File: src/rtl/unidade_controle_jogo.sv
// Control FSM for the memory-sequence game datapath.
// Each round replays the stored sequence on the LEDs, checks the player's
// plays against it and then captures one new play. A per-play timeout makes
// the player lose. Moore outputs; every strobe lasts one cycle per visit.
module unidade_controle_jogo #(
   parameter int DISPLAY_CYCLES = 1000,
   parameter int GAP_CYCLES     = 500,
   parameter int TIMEOUT_CYCLES = 5000
) (
   input  logic       clock,
   input  logic       reset,
   input  logic       iniciar,
   input  logic       tem_jogada,
   input  logic       igual,
   input  logic       enderecoIgualRodada,
   input  logic       fimR,
   output logic       zeraE,
   output logic       contaE,
   output logic       zeraR,
   output logic       contaR,
   output logic       registraR,
   output logic       escreveM,
   output logic       mostra_leds,
   output logic       pronto,
   output logic       ganhou,
   output logic       perdeu,
   output logic       db_timeout,
   output logic [4:0] db_estado
);

   typedef enum logic [4:0] {
      INICIAL       = 5'h00,
      PREPARA       = 5'h01,
      INICIA_RODADA = 5'h02,
      MOSTRA        = 5'h03,
      APAGA         = 5'h04,
      PROX_MOSTRA   = 5'h05,
      ZERA_JOGO     = 5'h06,
      ESPERA        = 5'h07,
      REGISTRA      = 5'h08,
      COMPARA       = 5'h09,
      PROX_JOGADA   = 5'h0A,
      INCR_NOVA     = 5'h0B,
      ESPERA_NOVA   = 5'h0C,
      ESCREVE       = 5'h0D,
      PROX_RODADA   = 5'h0E,
      GANHOU        = 5'h0F,
      PERDEU        = 5'h10,
      TIMEOUT       = 5'h11
   } estado_t;

   // Last timer value of each timed interval.
   localparam logic [15:0] FIM_MOSTRA = 16'(DISPLAY_CYCLES - 1);
   localparam logic [15:0] FIM_APAGA  = 16'(GAP_CYCLES - 1);
   localparam logic [15:0] FIM_ESPERA = 16'(TIMEOUT_CYCLES - 1);

   estado_t     r_estado;
   estado_t     w_prox;
   logic [15:0] r_timer;
   logic        w_temporizado;

   assign w_temporizado = (r_estado == MOSTRA) || (r_estado == APAGA) ||
                          (r_estado == ESPERA) || (r_estado == ESPERA_NOVA);

   // State register.
   always_ff @(posedge clock or posedge reset) begin
      if (reset) r_estado <= INICIAL;
      else       r_estado <= w_prox;
   end

   // Shared interval timer: zero on entering a state, counts while a timed state holds.
   always_ff @(posedge clock or posedge reset) begin
      if (reset)                   r_timer <= '0;
      else if (w_prox != r_estado) r_timer <= '0;
      else if (w_temporizado)      r_timer <= r_timer + 16'd1;
   end

   // Next-state logic.
   always_comb begin
      w_prox = r_estado;
      case (r_estado)
         INICIAL:       if (iniciar) w_prox = PREPARA;
         PREPARA:       w_prox = INICIA_RODADA;
         INICIA_RODADA: w_prox = MOSTRA;
         MOSTRA:        if (r_timer == FIM_MOSTRA) w_prox = APAGA;
         APAGA:         if (r_timer == FIM_APAGA)
                           w_prox = enderecoIgualRodada ? ZERA_JOGO : PROX_MOSTRA;
         PROX_MOSTRA:   w_prox = MOSTRA;
         ZERA_JOGO:     w_prox = ESPERA;
         ESPERA: begin
            // A press on the expiry cycle still counts as a play.
            if (tem_jogada)                  w_prox = REGISTRA;
            else if (r_timer == FIM_ESPERA)  w_prox = TIMEOUT;
         end
         REGISTRA:      w_prox = COMPARA;
         COMPARA: begin
            if (!igual)                    w_prox = PERDEU;
            else if (!enderecoIgualRodada) w_prox = PROX_JOGADA;
            else if (fimR)                 w_prox = GANHOU;
            else                           w_prox = INCR_NOVA;
         end
         PROX_JOGADA:   w_prox = ESPERA;
         INCR_NOVA:     w_prox = ESPERA_NOVA;
         ESPERA_NOVA: begin
            if (tem_jogada)                  w_prox = ESCREVE;
            else if (r_timer == FIM_ESPERA)  w_prox = TIMEOUT;
         end
         ESCREVE:       w_prox = PROX_RODADA;
         PROX_RODADA:   w_prox = INICIA_RODADA;
         GANHOU, PERDEU, TIMEOUT: if (iniciar) w_prox = PREPARA;
         default:       w_prox = INICIAL;
      endcase
   end

   // Moore outputs decoded from the current state.
   always_comb begin
      zeraE       = 1'b0;
      contaE      = 1'b0;
      zeraR       = 1'b0;
      contaR      = 1'b0;
      registraR   = 1'b0;
      escreveM    = 1'b0;
      mostra_leds = 1'b0;
      pronto      = 1'b0;
      ganhou      = 1'b0;
      perdeu      = 1'b0;
      db_timeout  = 1'b0;
      case (r_estado)
         PREPARA:       begin zeraE = 1'b1; zeraR = 1'b1; end
         INICIA_RODADA: zeraE = 1'b1;
         MOSTRA:        mostra_leds = 1'b1;
         PROX_MOSTRA:   contaE = 1'b1;
         ZERA_JOGO:     zeraE = 1'b1;
         REGISTRA:      registraR = 1'b1;
         PROX_JOGADA:   contaE = 1'b1;
         INCR_NOVA:     contaE = 1'b1;
         ESCREVE:       begin registraR = 1'b1; escreveM = 1'b1; end
         PROX_RODADA:   contaR = 1'b1;
         GANHOU:        begin pronto = 1'b1; ganhou = 1'b1; end
         PERDEU:        begin pronto = 1'b1; perdeu = 1'b1; end
         TIMEOUT:       begin pronto = 1'b1; perdeu = 1'b1; db_timeout = 1'b1; end
         default:       ;
      endcase
   end

   assign db_estado = r_estado;

endmodule

File: config.mk
export PLATFORM = sky130hd
export DESIGN_NAME = unidade_controle_jogo
export DESIGN_NICKNAME = d
export VERILOG_FILES = /design/src/rtl/unidade_controle_jogo.sv
export SDC_FILE = /design/constraint.sdc
export NUM_CORES = 1
export LEC_CHECK = 0
export ABC_AREA = 1
export CORE_ASPECT_RATIO = 1.4
export CORE_MARGIN = 2
export CORE_UTILIZATION = 30
export CTS_CLUSTER_SIZE = 24
export DETAILED_ROUTE_END_ITERATION = 16
export PLACE_DENSITY_LB_ADDON = 0.12
export SYNTH_ARGS = -nofsm -noshare
export SYNTH_HDL_FRONTEND = slang
export SYNTH_SLANG_ARGS = --single-unit
File: constraint.sdc
create_clock -name clock -period 2.3 [get_ports clock]
set_input_delay 0.345 -clock clock [delete_from_list [all_inputs] [get_ports clock]]
set_output_delay 0.345 -clock clock [all_outputs]
set_load 0.02 [all_outputs]
==> run metrics, run 1 <==
DR DRC count 0; Wirelength per Cell 13.0 um; Ports 23; DIE AREA 6520 um^2; total CTS buffers 3; Cells after Synth 250; HPWL after DPL 3.70 mm; post-route setup slack 0.102 ns; GP Congestion 0.806; Total Power 2.19 mW; synthesized flop and latch total 21; WP data required 1.96 ns; fmax 455 MHz; vias per cell 4.62; Final Hold Fails 0; RSZ-0062 raised after global routing no; Yosys warning count 0; Final Max Tran Viols 0; # hold bufs at CTS 0; worst path arrival time 1.85 ns; # rows 33; Startpoint Class flop; CTS root buf clkbuf_8; antenna violations before repair 0; Avg Inst Size Synth 7.06 um^2; fin crit share 0.956; most common cell after layout, fill and taps aside nand2_1; largest cells by area after synthesis dfrtp_1, nand2_1, nor2_1, nor2_4, inv_1; Reg2Reg Setup Slack 0.23 ns; Pwr Density 1010 nW/um^2; final setup violation count 0; largest area contributor in the netlist dfrtp_1; Area Overhead vs Synth 22.7%; clock transition at the registers of the reported paths 0.08 ns; VDD IR max 0.000734 V; routed wire length 4.57 mm; clk_lat worst skew 0.26 ns; syn nets 258; final layout net count 289; CTS tree yes; maximum clock path buffer count 2; Placed Area 2100 um^2; vias in the first global route 1664; post-route cell area 2170 um^2; status finished clean; Die W 68.8 um; final hold slack 0.416 ns; # diodes 0; Max H-tree Level 1; register area share after synthesis 0.298; placed cells 346; largest net degree at the start of global routing 22; chip height 94.8 um; leakage power 1.06 nW; Port Buf Inserts 22; Placeable Area 5780 um^2; Post-Place Setup Slack 0.196 ns; Post-Syn Area 1770 um^2; DRT antenna net count 0; Max Cap Violations 0; Setup Skew 0.00266 ns; fin util 0.375; top-area cell type share of the netlist area 0.298; type of the worst setup path flop to output pin; first-pass GRT wire length 7.69 mm; share of cells above drive strength 1 0.207; fin cells 350; crit end category output pin; clock sinks 21; Synth cell types 29; Starting Density 0.305; Slew @ Worst Pin 0.422 ns; minimum clock period 2.20 ns; Min-Delay Path Class primary input to async pin; Crit Path Max Fanout 7; via count 1617; DRT iter0 DRCs 58; Slew HR 0.716; most frequent cells in the layout nand2_1, nor2_1, inv_1; GRT Total Usage 0.156; GRT overflow 0; DR pass1 iterations 4; post-route setup TNS 0 ns
[synthesized netlist by cell type]
library cell	n
nand3_1	14
nand3_2	6
inv_2	4
nor4_1	2
nand2_4	1
nand4_1	14
or2_2	2
buf_12	1
nand3b_1	1
buf_6	2
o2111a_1	1
a21oi_1	4
nor2_2	8
dfrtp_1	21
xnor2_1	2
o21ai_0	2
nand2_2	7
nor3_1	5
inv_1	29
a21o_1	1
nor2_1	39
ha_1	1
o211ai_1	1
nor2_4	12
mux2i_1	1
o31ai_1	1
buf_2	2
nand2_1	56
xor2_1	10
[where the power goes]
part	internal [mW]	total (mW)	switching (mW)
combinational	0.532	1.46	0.929
clock	0.121	0.240	0.120
sequential	0.412	0.487	0.0754
total	1.06	2.19	1.12
[routing by layer]
| metal | up-vias | GRT usage | part of all wire |
|---|---|---|---|
| met5 | - | 0 | 0 |
| met4 | 0 | 0.0605 | 0.018 |
| met3 | 6 | 0.0179 | 0.030 |
| met2 | 28 | 0.288 | 0.54 |
| met1 | 732 | 0.175 | 0.41 |
| li1 | 851 | - | - |
[kinds of logic (layout without fill, tap and decap cells)]
kind of cell | Yosys count | in the layout | share of synthesized area
and+or+nand+nor | 167 | 167 | 0.494
buffers and inverters | 38 | 68 | 0.0999
DFF | 21 | 21 | 0.298
xor gates and xnor gates | 12 | 12 | 0.0595
AOI/OAI and AO/OA | 10 | 10 | 0.0361
adders and majority gates | 1 | 1 | 0.00709
muxes | 1 | 1 | 0.00567
[state kept, by name, summed over array words and instances, names as in the netlist]
register   cells
db_estado      5
r_timer       16
[worst max-delay path: stages (launching register included)]
cell and delay [ns]:
dfrtp_2 0.47, inv_1 0.07, nor2_2 0.22, nand2_1 0.11, o31ai_1 0.08, clkdlybuf4s50_1 0.64
[what timing repair did]
action | 4_1_cts | 5_1_grt
gates resized for setup | 4 | 6
setup buffers | 0 | 0
gates cloned | 0 | 0
setup endpoints to repair | 2 | 11
[layout make-up]
class | count | area, um^2
fillers | 649 | 3610
multi-input cells | 191 | 1070
flip-flops and latches | 21 | 531
clock buffers | 3 | 41.3
well taps | 70 | 87.6
clock inverters | 1 | 5.00
inverters | 33 | 124
repair buffers | 31 | 307
[worst paths after layout]
kind | cells after the start | to | from
max | 5 | contaE | db_estado[2]
min | 3 | r_timer[13] | reset
max reg2reg | 14 | r_timer[4] | db_estado[4]
min reg2reg | 2 | r_timer[9] | r_timer[9]
max in group asynchronous | 3 | db_estado[2] | reset
min in group clock | 2 | r_timer[9] | r_timer[9]
No activity file was read; power rests on OpenSTA's default activity.
==> inputs of run 2 (changes only) <==
--- a/config.mk
+++ b/config.mk
@@ -7,7 +7,7 @@
 export LEC_CHECK = 0
 export ABC_AREA = 1
 export CORE_ASPECT_RATIO = 1.4
-export CORE_MARGIN = 2
+export CORE_MARGIN = 5
 export CORE_UTILIZATION = 30
 export CTS_CLUSTER_SIZE = 24
 export DETAILED_ROUTE_END_ITERATION = 16
==> run metrics, run 2 (synthesis results as in run 1) <==
status finished clean (unchanged); WP data required 1.96 ns (about the same); RSZ-0062 raised after global routing no (unchanged); DRT antenna net count 0 (unchanged); Ports 23 (unchanged); Port Buf Inserts 22 (unchanged); fmax 458 MHz (was 455 MHz); Placeable Area 5780 um^2 (unchanged); type of the worst setup path flop to output pin (unchanged); Slew @ Worst Pin 0.377 ns (was 0.422 ns); minimum clock period 2.18 ns (was 2.20 ns); Starting Density 0.305 (unchanged); Max Cap Violations 0 (unchanged); VDD IR max 0.000420 V (was 0.000734 V); Slew HR 0.746 (was 0.716); final setup violation count 0 (unchanged); total CTS buffers 3 (unchanged); Largest register FFs 16 (unchanged); first-pass GRT wire length 7.69 mm (unchanged); vias in the first global route 1659 (was 1664); Post-CTS Setup Bufs 0 (unchanged); clk_lat worst skew 0.26 ns (about the same); routed wire length 4.56 mm (was 4.57 mm); placed cells 341 (was 346); post-route setup slack 0.116 ns (was 0.102 ns); Startpoint Class flop (unchanged); maximum clock path buffer count 2 (unchanged); Pwr Density 990 nW/um^2 (was 1010 nW/um^2); fin crit share 0.949 (was 0.956); # hold bufs at CTS 0 (unchanged); Total Power 2.12 mW (was 2.19 mW); Final Hold Fails 0 (unchanged); worst path arrival time 1.84 ns (was 1.85 ns); GRT Total Usage 0.132 (was 0.156); Max H-tree Level 1 (unchanged); # diodes 0 (unchanged); Min-Delay Path Class primary input to async pin (unchanged); CTS root buf clkbuf_8 (unchanged); CTS tree yes (unchanged); Final Max Tran Viols 0 (unchanged); Die W 74.8 um (was 68.8 um); antenna violations before repair 0 (unchanged); DR DRC count 0 (unchanged); HPWL after DPL 3.69 mm (was 3.70 mm); Largest Register r_timer (unchanged); Reg2Reg Setup Slack 0.24 ns (was 0.23 ns); fin cells 345 (was 350); vias per cell 4.75 (was 4.62); final layout net count 284 (was 289); GRT overflow 0 (unchanged); share of cells above drive strength 1 0.196 (was 0.207); fillers 637 (was 649); # rows 33 (unchanged); DR pass1 iterations 4 (unchanged); crit end category output pin (unchanged); clock transition at the registers of the reported paths 0.08 ns (about the same); largest net degree at the start of global routing 22 (unchanged); leakage power 1.06 nW (about the same); Area Overhead vs Synth 21.1% (was 22.7%); Wirelength per Cell 13.2 um (was 13.0 um); DRT iter0 DRCs 53 (was 58); Post-Place Setup Slack 0.185 ns (was 0.196 ns); Crit Path Max Fanout 6 (was 7); Setup Skew 0.00574 ns (was 0.00266 ns); DIE AREA 7540 um^2 (was 6520 um^2); via count 1638 (was 1617); GP Congestion 0.834 (was 0.806); chip height 101 um (was 94.8 um); clock sinks 21 (unchanged); most common cell after layout, fill and taps aside nand2_1 (unchanged); most frequent cells in the layout nand2_1, nor2_1, inv_1 (unchanged)
run 2: cell types whose count changed in the layout (fill, tap and decap cells not counted), sizes merged:
cell,delta
buf,-5
clkdlybuf4s50,-2
dlymetal6s2s,+2
clkbuf,+1
clkinv,-1
run 2: path summary, 6_finish.rpt:
kind,end,startpoint,cells past startpoint
worst max-delay path,mostra_leds,db_estado[4],6
worst min-delay path,r_timer[4],reset,3
min in group clock,r_timer[9],r_timer[9],2
worst max register to register,r_timer[15],r_timer[0],13
max in group asynchronous,db_estado[4],reset,3
worst min register to register,r_timer[9],r_timer[9],2
run 2: cell type report:
| cell class | count | area (um^2) | area share |
|---|---|---|---|
| Multi-Input combinational cell | 191 | 1090 | 0.510 |
| Tap cell | 70 | 87.6 | 0.0410 |
| Clock buffer | 4 | 45.0 | 0.0211 |
| Sequential cell | 21 | 531 | 0.248 |
| Timing Repair Buffer | 26 | 262 | 0.122 |
| Inverter | 33 | 124 | 0.0579 |
run 2: routing by layer:
layer / vias up / wire length [um] / GRT usage
li1: 845 / - / -
met1: 747 / 1760 / 0.142
met2: 32 / 2420 / 0.234
met3: 14 / 193 / 0.0200
met4: 0 / 191 / 0.0781
met5: - / 0 / 0
run 2: worst max-delay path, stage by stage (launching register included):
cell             delay (ns)
dfrtp_2                0.47
inv_2                  0.08
nand2_2                0.09
nor2_4                 0.15
nand2_1                0.11
inv_2                  0.08
clkdlybuf4s50_1        0.60
run 2: power by group:
part,total [mW],switching (mW),internal (mW)
Combinational,1.38,0.931,0.447
Sequential,0.490,0.0797,0.410
Clock,0.250,0.126,0.124
run 2: per-stage QoR:
step                 util  cell area (um^2)  setup TNS, ns  hold slack (ns)
finish              0.370              2140              0            0.407
global route        0.370              2140              0            0.447
CTS                 0.364              2100        -0.0861            0.419
detailed placement  0.355              2050              0            0.560
global placement    0.355              2050              0            0.553
floorplan               -              1770              0            0.322
run 2: what timing repair did:
action | 4_1_cts | 5_1_grt
gates resized for setup | 5 | 11
setup endpoints to repair | 6 | 22
hold endpoints to repair | 0 | 0
pin swaps | 0 | 1
==> inputs of run 3 (changes only) <==
--- a/config.mk
+++ b/config.mk
@@ -9,7 +9,7 @@
 export CORE_ASPECT_RATIO = 1.4
 export CORE_MARGIN = 5
 export CORE_UTILIZATION = 30
-export CTS_CLUSTER_SIZE = 24
+export CTS_CLUSTER_SIZE = 30
 export DETAILED_ROUTE_END_ITERATION = 16
 export PLACE_DENSITY_LB_ADDON = 0.12
 export SYNTH_ARGS = -nofsm -noshare
==> results of run 3 <==
Final layout, timing and power as in run 2 (identical DEF).
